`config.mk`:
```
export PLATFORM = sky130hd
export DESIGN_NAME = red_d
export DESIGN_NICKNAME = d
export VERILOG_FILES = /design/src/rtl/red_d_pkg.sv /design/src/rtl/red_d_csub.sv /design/src/rtl/red_d.sv
export SDC_FILE = /design/constraint.sdc
export NUM_CORES = 1
export LEC_CHECK = 0
export CAP_MARGIN = 20
export CORE_ASPECT_RATIO = 1.1
export CORE_MARGIN = 5
export CORE_UTILIZATION = 50
export CTS_CLUSTER_DIAMETER = 120
export DETAILED_ROUTE_END_ITERATION = 10
export MAX_ROUTING_LAYER = met4
export PLACE_DENSITY = 0.73
export REMOVE_ABC_BUFFERS = 1
export SYNTH_ARGS = -nofsm -noshare
export SYNTH_HDL_FRONTEND = slang
export SYNTH_SLANG_ARGS = --single-unit
export TNS_END_PERCENT = 1
```
`constraint.sdc`:
```
create_clock -name clk_i -period 10.54 [get_ports clk_i]
set_clock_uncertainty 0.2 [all_clocks]
set_input_delay 2.108 -clock clk_i [delete_from_list [all_inputs] [get_ports clk_i]]
set_output_delay 2.108 -clock clk_i [all_outputs]
set_load 0.02 [all_outputs]
```
`src/rtl/red_d_pkg.sv`:
```
// Constants shared by the Barrett reduction pipeline for q = 8380417.
// RED_D_PIPE_EN adds one register stage, which raises LATENCY from 2 to 3.
package red_d_pkg;

    localparam int unsigned PROD_W = 46;
    localparam int unsigned RES_W  = 23;
    localparam int unsigned K      = 46;
    localparam int unsigned QHAT_W = 24;
    // Width of the remainder before correction; r < 3q < 2^25.
    localparam int unsigned R_W    = 25;

    localparam logic [RES_W-1:0]  Q = 23'd8380417;
    localparam logic [QHAT_W-1:0] M = 24'd8396807;

`ifdef RED_D_PIPE_EN
    localparam int unsigned LATENCY = 3;
`else
    localparam int unsigned LATENCY = 2;
`endif

    // Quotient estimate floor(x * M / 2^K); undershoots floor(x / q) by at most 2.
    function automatic logic [QHAT_W-1:0] barrett_qhat(input logic [PROD_W-1:0] x);
        return QHAT_W'(({{QHAT_W{1'b0}}, x} * {{PROD_W{1'b0}}, M}) >> K);
    endfunction

    // Low R_W bits of qhat * q; enough because the true remainder fits in R_W bits.
    function automatic logic [R_W-1:0] qhat_times_q(input logic [QHAT_W-1:0] qhat);
        return R_W'({1'b0, qhat} * {{(R_W - RES_W){1'b0}}, Q});
    endfunction

endpackage

```
`src/rtl/red_d_csub.sv`:
```
// Combinational conditional subtract: returns value - q when value >= q, else value.
module red_d_csub
    import red_d_pkg::*;
(
    input  logic [R_W-1:0] value,
    output logic [R_W-1:0] reduced
);

    localparam logic [R_W-1:0] QWide = {{(R_W - RES_W){1'b0}}, Q};

    always_comb begin
        reduced = value;
        if (value >= QWide) begin
            reduced = value - QWide;
        end
    end

endmodule

```
`src/rtl/red_d.sv`:
```
// Pipelined Barrett reduction of a 46-bit product modulo q = 8380417.
// Define RED_D_PIPE_EN to register qhat*q before the subtraction (latency 3 instead of 2).
module red_d
    import red_d_pkg::*;
(
    input  logic              clk_i,
    input  logic              rst_ni,
    input  logic              valid_i,
    input  logic [PROD_W-1:0] product_i,
    output logic              valid_o,
    output logic [RES_W-1:0]  result_o
);

    // Stage 1: quotient estimate and the low bits of the product.
    logic [QHAT_W-1:0] qhat_d;
    logic [QHAT_W-1:0] qhat_q;
    logic [R_W-1:0]    prod_lo_q;
    logic              valid1_q;

    always_comb begin
        qhat_d = barrett_qhat(product_i);
    end

    always_ff @(posedge clk_i) begin
        if (!rst_ni) begin
            qhat_q    <= '0;
            prod_lo_q <= '0;
            valid1_q  <= 1'b0;
        end else begin
            qhat_q    <= qhat_d;
            prod_lo_q <= product_i[R_W-1:0];
            valid1_q  <= valid_i;
        end
    end

    logic [R_W-1:0] qq;

    always_comb begin
        qq = qhat_times_q(qhat_q);
    end

    // Operands seen by the subtract/correct stage.
    logic [R_W-1:0] sub_minuend;
    logic [R_W-1:0] sub_subtrahend;
    logic           sub_valid;

`ifdef RED_D_PIPE_EN
    logic [R_W-1:0] qq_q;
    logic [R_W-1:0] prod_lo2_q;
    logic           valid2_q;

    always_ff @(posedge clk_i) begin
        if (!rst_ni) begin
            qq_q       <= '0;
            prod_lo2_q <= '0;
            valid2_q   <= 1'b0;
        end else begin
            qq_q       <= qq;
            prod_lo2_q <= prod_lo_q;
            valid2_q   <= valid1_q;
        end
    end

    always_comb begin
        sub_minuend    = prod_lo2_q;
        sub_subtrahend = qq_q;
        sub_valid      = valid2_q;
    end
`else
    always_comb begin
        sub_minuend    = prod_lo_q;
        sub_subtrahend = qq;
        sub_valid      = valid1_q;
    end
`endif

    // Modulo-2^25 difference equals the true remainder since it is below 3q.
    logic [R_W-1:0] r_raw;
    logic [R_W-1:0] r_once;
    logic [R_W-1:0] r_twice;

    always_comb begin
        r_raw = sub_minuend - sub_subtrahend;
    end

    red_d_csub u_csub_first (
        .value   (r_raw),
        .reduced (r_once)
    );

    red_d_csub u_csub_second (
        .value   (r_once),
        .reduced (r_twice)
    );

    // After two corrections the value is below q, so the top bits are always zero.
    logic unused_r_hi;
    assign unused_r_hi = ^r_twice[R_W-1:RES_W];

    logic [RES_W-1:0] result_q;
    logic             valid_out_q;

    always_ff @(posedge clk_i) begin
        if (!rst_ni) begin
            result_q    <= '0;
            valid_out_q <= 1'b0;
        end else begin
            result_q    <= r_twice[RES_W-1:0];
            valid_out_q <= sub_valid;
        end
    end

    assign result_o = result_q;
    assign valid_o  = valid_out_q;

endmodule

```
After elaboration in Yosys (flattened, before gate mapping)
Cells that the tools add are included.
W data, S select, Z words.
{"block": "word_totals", "register_bits": 74, "output_inout_bits": 24, "elab_cells": 14}
{"block": "classes", "addsub": 3, "multipliers": 2, "order_cmp": 2, "n_mux": 2}
{"op": "$mul A46 B24 Y70 const B", "n": 1}
{"op": "$ge A25 B23 Y1 const B", "n": 2}
{"op": "$mul A24 B23 Y25 const B", "n": 1}
{"op": "$mux W25", "n": 1}
{"op": "$sub A25 B23 Y25 const B", "n": 1}
{"op": "$sub A25 B25 Y25", "n": 1}
{"op": "$mux W23", "n": 1}
{"op": "$sub A23 B23 Y23 const B", "n": 1}

Longest topological paths before layout
{"block": "depth", "depth_word": 6, "depth_mapped": 34}

Hierarchy
From an unflattened synthesis, not the netlist that was laid out.
{"block": "hier_totals", "cells_unflattened": 1563, "area_unflattened_um2": 14368.8}
{"mod": "red_d", "n_inst": 1, "cells_each": 1361, "area_per_inst_um2": 13025.0, "seq_area_each_um2": 1481.4}
{"mod": "red_d_csub", "n_inst": 2, "cells_each": 101, "area_per_inst_um2": 671.9, "seq_area_each_um2": 0.0}

Least setup slack after synthesis
Ideal clock, no wire load.
{"block": "synth_path", "path_kind": "register -> register", "from": "reg qhat_q[3]", "to": "reg result_q[7], in the netlist result_o[7]", "t_arrival_ns": 7.731, "path_slack_ns": 2.494, "path_stages_with_launch": 27, "cell_sequence": "dfxtp_1 > inv_1 > fa_1 > inv_1 > fa_1 > ha_1 > inv_1 > fa_1 > fa_1 > inv_1 > fa_1 > ha_1 > inv_1 > ha_1 > and3_1 > a21o_1 > nor3b_1 > nand2b_1 > or4_4 > a2111oi_4 > nor3_2 > or4_1 > o221a_2 > or4_1 > o21a_1 > or3_1 > a31o_1"}
{"block": "synth_between", "elab_chain_cells": 6}
{"item": "from (decl)", "line_no": "red_d.sv:16", "text": "logic [QHAT_W-1:0] qhat_q;"}
{"item": "from (signal assigned)", "line_no": "red_d.sv:30", "text": "qhat_q <= qhat_d;"}
{"item": "$mul A24 B23 Y25 (*)", "line_no": "red_d_pkg.sv:28", "text": "return R_W'({1'b0, qhat} * {{(R_W - RES_W){1'b0}}, Q});"}
{"item": "$sub A25 B25 Y25 (*)", "line_no": "red_d.sv:83", "text": "r_raw = sub_minuend - sub_subtrahend;"}
{"item": "$sub A25 B23 Y25 / $ge A25 B23 Y1 (equally long branches)", "line_no": "red_d_csub.sv:14, red_d_csub.sv:13"}
{"item": "$mux W25 (*)", "line_no": "red_d_csub.sv:13", "text": "if (value >= QWide) begin"}
{"item": "$sub A23 B23 Y23 / $ge A25 B23 Y1 (equally long branches)", "line_no": "red_d_csub.sv:14, red_d_csub.sv:13"}
{"item": "$mux W23 (*)", "line_no": "red_d_csub.sv:13"}
{"item": "to (signal assigned)", "line_no": "red_d.sv:108", "text": "result_q <= r_twice[RES_W-1:0];"}
{"item": "to (decl)", "line_no": "red_d.sv:100", "text": "logic [RES_W-1:0] result_q;"}
Every way passes the cells marked *; elsewhere a longest branch is shown, timed or not.
A chain may end at the register's enable or synchronous reset.

Worst setup path in the final report
{"block": "layout_path", "from": "reg qhat_q[5]", "to": "reg result_q[7], in the netlist result_o[7]"}
Same word-level chain as after synthesis.

==> impl_metrics.env <==
export IMPL_outcome="complete, no violations"
export IMPL_crit_buf_inv=3
export IMPL_reg2reg_depth=23
export IMPL_dieArea_um2=31390
export IMPL_clk_latency_ns=0.35
export IMPL_synth_warning_count=0
export IMPL_min_period_over_period=0.8543
export IMPL_htreeDepth=3
export IMPL_cts_root_buf="clkbuf_16"
export IMPL_clk_pin_slew_ns=0.07
export IMPL_max_clock_freq_mhz=111.1
export IMPL_worst_hold_path_endpoint="valid_o$_SDFF_PN0_"
export IMPL_cts_sinks=74
export IMPL_remaining_drc_errors=0
export IMPL_final_setup_tns_ns=0
export IMPL_async_flop_share=0
export IMPL_crit_required_ns=10.58
export IMPL_end_kind="register"
export IMPL_ys_ff_latch=74
export IMPL_ant_nets=0
export IMPL_ioPinCount=73
export IMPL_drtIter0Drc=498
export IMPL_finalHoldViolCount=0
export IMPL_reg2reg_slack_ns=1.54
export IMPL_grt_use_met1=0.2581
export IMPL_initial_utilization=0.5043
export IMPL_layout_nets=2062
export IMPL_grt_pass1_wl_um=53680
export IMPL_n_antenna_cell=0
export IMPL_hold_depth=1
export IMPL_die_w_um=169.4
export IMPL_multi_input_area_um2=11400
export IMPL_cp_max_fo=16
export IMPL_dr_pass1_iters=7
export IMPL_synth_edf_count=0
export IMPL_syn_instance_count=1472
export IMPL_final_area_um2=15370
export IMPL_synth_area_per_cell_um2=9.493
export IMPL_dpl_cell_area_um2=15050
export IMPL_vias=10432
export IMPL_grt_busiest_layer="met2"
export IMPL_crit_type="reg -> reg"
export IMPL_wl_per_cell_um=16.97
export IMPL_cts_resized=0
export IMPL_fin_crit_ns=9.004
export IMPL_hp_class="reg -> reg"
export IMPL_crit_top_cell="fa_1"
export IMPL_grtUsageMet3=0.01964
export IMPL_crit_family="adder cells"
export IMPL_synthFlopType="dfxtp_1"
export IMPL_post_cts_setup_buffers=0
export IMPL_slew_headroom=0.3659
export IMPL_grt_overflow_total=0
export IMPL_worstPathArrival_ns=9.04
export IMPL_maxCapViolations=0
export IMPL_chipHeight_um=185.3
export IMPL_gp_congestion=1.000
export IMPL_finalSetupViolCount=0
export IMPL_syn_to_final_growth_pct=10.00
export IMPL_yosysUniqueCellTypes=92
export IMPL_via_per_inst=5.493
export IMPL_cts_buffer_depth=2
export IMPL_regArea_um2=1481
export IMPL_grt_max_degree=49
export IMPL_rsz0062_at_grt="no"
export IMPL_rows=64
export IMPL_tritoncts="done"
export IMPL_cts_buffers=9
export IMPL_worst_slew_pin_slew_ns=0.9431
export IMPL_critPathLaunchType="register"
export IMPL_synth_seq_area_share=0.1060
export IMPL_r2r_start="qhat_q[5]$_SDFF_PN0_"
export IMPL_min_from="sub_valid$_SDFF_PN0_"
export IMPL_antenna_found_initial=0
export IMPL_dpl_hpwl_um=28040
export IMPL_slowest_delay_ns=0.78
export IMPL_use_met2=0.3928
export IMPL_syn_area_um2=13970
export IMPL_rr_endpoint="result_o[7]$_SDFF_PN0_"
export IMPL_cp_cell_sequence="inv_1, fa_1, inv_1, fa_1, fa_1, fa_1, fa_1, fa_1, fa_1, inv_1, ha_1, o21a_1, nor2_1, nor2_1, o41a_1, o31ai_1, nor3_2, or4_1, o221a_2, or4_1, o21a_1, or3_1, a31o_1"
export IMPL_core_area_um2=27710
export IMPL_fill_cells=2494
export IMPL_ctsHoldBuffers=0
export IMPL_slowest_stage="o31ai_1"
export IMPL_grt_pass1_vias=10842
export IMPL_io_buffers=72
export IMPL_totalWireLength_um=32230
export IMPL_drive_above_1_share=0.03451
export IMPL_grt_usage=0.2182
export IMPL_slew_violations=0
-- routing by layer --
layer  vias to the layer above  wire length (µm)
li1                       5115                 -
met4                         0              1050
met1                      5025             13640
met5                         -                 0
met2                       229             16420
met3                        63              1128
-- synthesized netlist by cell type (4+ instances only) --
master | instances | area [µm²]
ha_1 | 319 | 3991
inv_1 | 257 | 964.7
fa_1 | 163 | 3263
nor2_1 | 85 | 319.1
dfxtp_1 | 74 | 1481
a21oi_1 | 51 | 255.2
xnor2_1 | 50 | 437.9
nand2_1 | 44 | 165.2
and2_1 | 30 | 187.7
nand3_1 | 28 | 140.1
o21ai_0 | 26 | 130.1
xor2_1 | 26 | 227.7
a21o_1 | 23 | 172.7
nor3_1 | 22 | 110.1
and3_1 | 18 | 112.6
o21a_1 | 17 | 127.6
clkbuf_1 | 16 | 60.06
nand2b_1 | 13 | 81.33
or3_1 | 13 | 81.33
mux2i_1 | 11 | 110.1
nor2b_1 | 11 | 68.82
a211oi_1 | 10 | 75.07
nor4_1 | 9 | 56.30
o211ai_1 | 9 | 67.56
buf_2 | 7 | 35.03
nand4_1 | 7 | 43.79
a31oi_1 | 6 | 37.54
o22ai_1 | 5 | 31.28
o31ai_1 | 5 | 37.54
and4_1 | 4 | 35.03
nor3b_1 | 4 | 30.03
o21ai_1 | 4 | 20.02
or2_2 | 4 | 25.02
or4_1 | 4 | 30.03
-- worst max-delay path by stage --
| stage | from | endpoint | slack, ns | cells after the start |
|---|---|---|---|---|
| finish | qhat_q[5]$_SDFF_PN0_ | result_o[7]$_SDFF_PN0_ | 1.54 | 23 |
| global route | qhat_q[4]$_SDFF_PN0_ | result_o[7]$_SDFF_PN0_ | 1.13 | 25 |
| CTS | qhat_q[4]$_SDFF_PN0_ | result_o[7]$_SDFF_PN0_ | 1.40 | 25 |
| detailed placement | qhat_q[4]$_SDFF_PN0_ | result_o[7]$_SDFF_PN0_ | 1.42 | 25 |
| global placement | qhat_q[4]$_SDFF_PN0_ | result_o[7]$_SDFF_PN0_ | 1.62 | 25 |
| floorplan | qhat_q[3]$_SDFF_PN0_ | result_o[7]$_SDFF_PN0_ | 2.21 | 26 |
-- flip-flops by register name (all words and copies together) (netlist names) --
signal / flops
prod_lo_q: 25
qhat_q: 24
result_o: 23
sub_valid: 1
valid_o: 1
-- metrics by stage --
step	setup slack [ns]	hold slack [ns]	util	cells
global placement	1.617	0.2284	0.5431	1882
floorplan	2.206	0.2118	-	1444
finish	1.536	0.2412	0.5548	1899
CTS	1.397	0.2478	0.5544	1898
detailed placement	1.416	0.2312	0.5431	1882
global route	1.128	0.2830	0.5548	1899
-- worst register-to-register path, delay by kind of cell (launching register included) --
family	cells	cell delay [ns]
fa+ha+maj	8	4.04
simple gates	6	1.96
flops	1	0.39
buf+inv	3	0.24
compound gates	6	2.05
-- area by class of cell --
type                            count  area share
Clock inverter                      7    0.005617
Multi-Input combinational cell   1113      0.7420
Inverter                          257     0.06276
Sequential cell                    74     0.09638
Timing Repair Buffer               76     0.04908
Tap cell                          363     0.02955
Clock buffer                        9     0.01465
-- cells by family (layout without fill, tap and decap cells) --
| group | Yosys count | count (layout) | share of synthesized area |
|---|---|---|---|
| xor gates and xnor gates | 78 | 78 | 0.05077 |
| DFF | 74 | 74 | 0.1060 |
| adders and majority gates | 482 | 482 | 0.5192 |
| muxes | 12 | 12 | 0.008686 |
| buffers and inverters | 285 | 349 | 0.07781 |
| AOI/OAI and AO/OA | 225 | 225 | 0.1177 |
| and+or+nand+nor | 316 | 316 | 0.1199 |
-- placed cells by master, fill, tap and decap left out, drive strengths merged, types with 5 or more instances in the layout --
cell / instances
nand2: 44
clkdlybuf4s50: 72
inv: 260
a21o: 23
a21oi: 54
o21a: 17
mux2i: 11
o211ai: 10
a31oi: 7
nor2: 85
and2: 31
nor4: 10
a211oi: 12
or4: 6
ha: 319
clkbuf: 9
dfxtp: 74
nand4: 7
and3: 18
nand2b: 13
o311ai: 6
xnor2: 52
nor3: 23
xor2: 26
o31ai: 6
o22ai: 5
o21ai: 31
or3: 13
or2: 6
nor2b: 11
fa: 163
nand3: 29
Power is left out: the tool's default activity adds up to more than one toggle a clock period on the data nets, which glitch-free logic cannot reach.
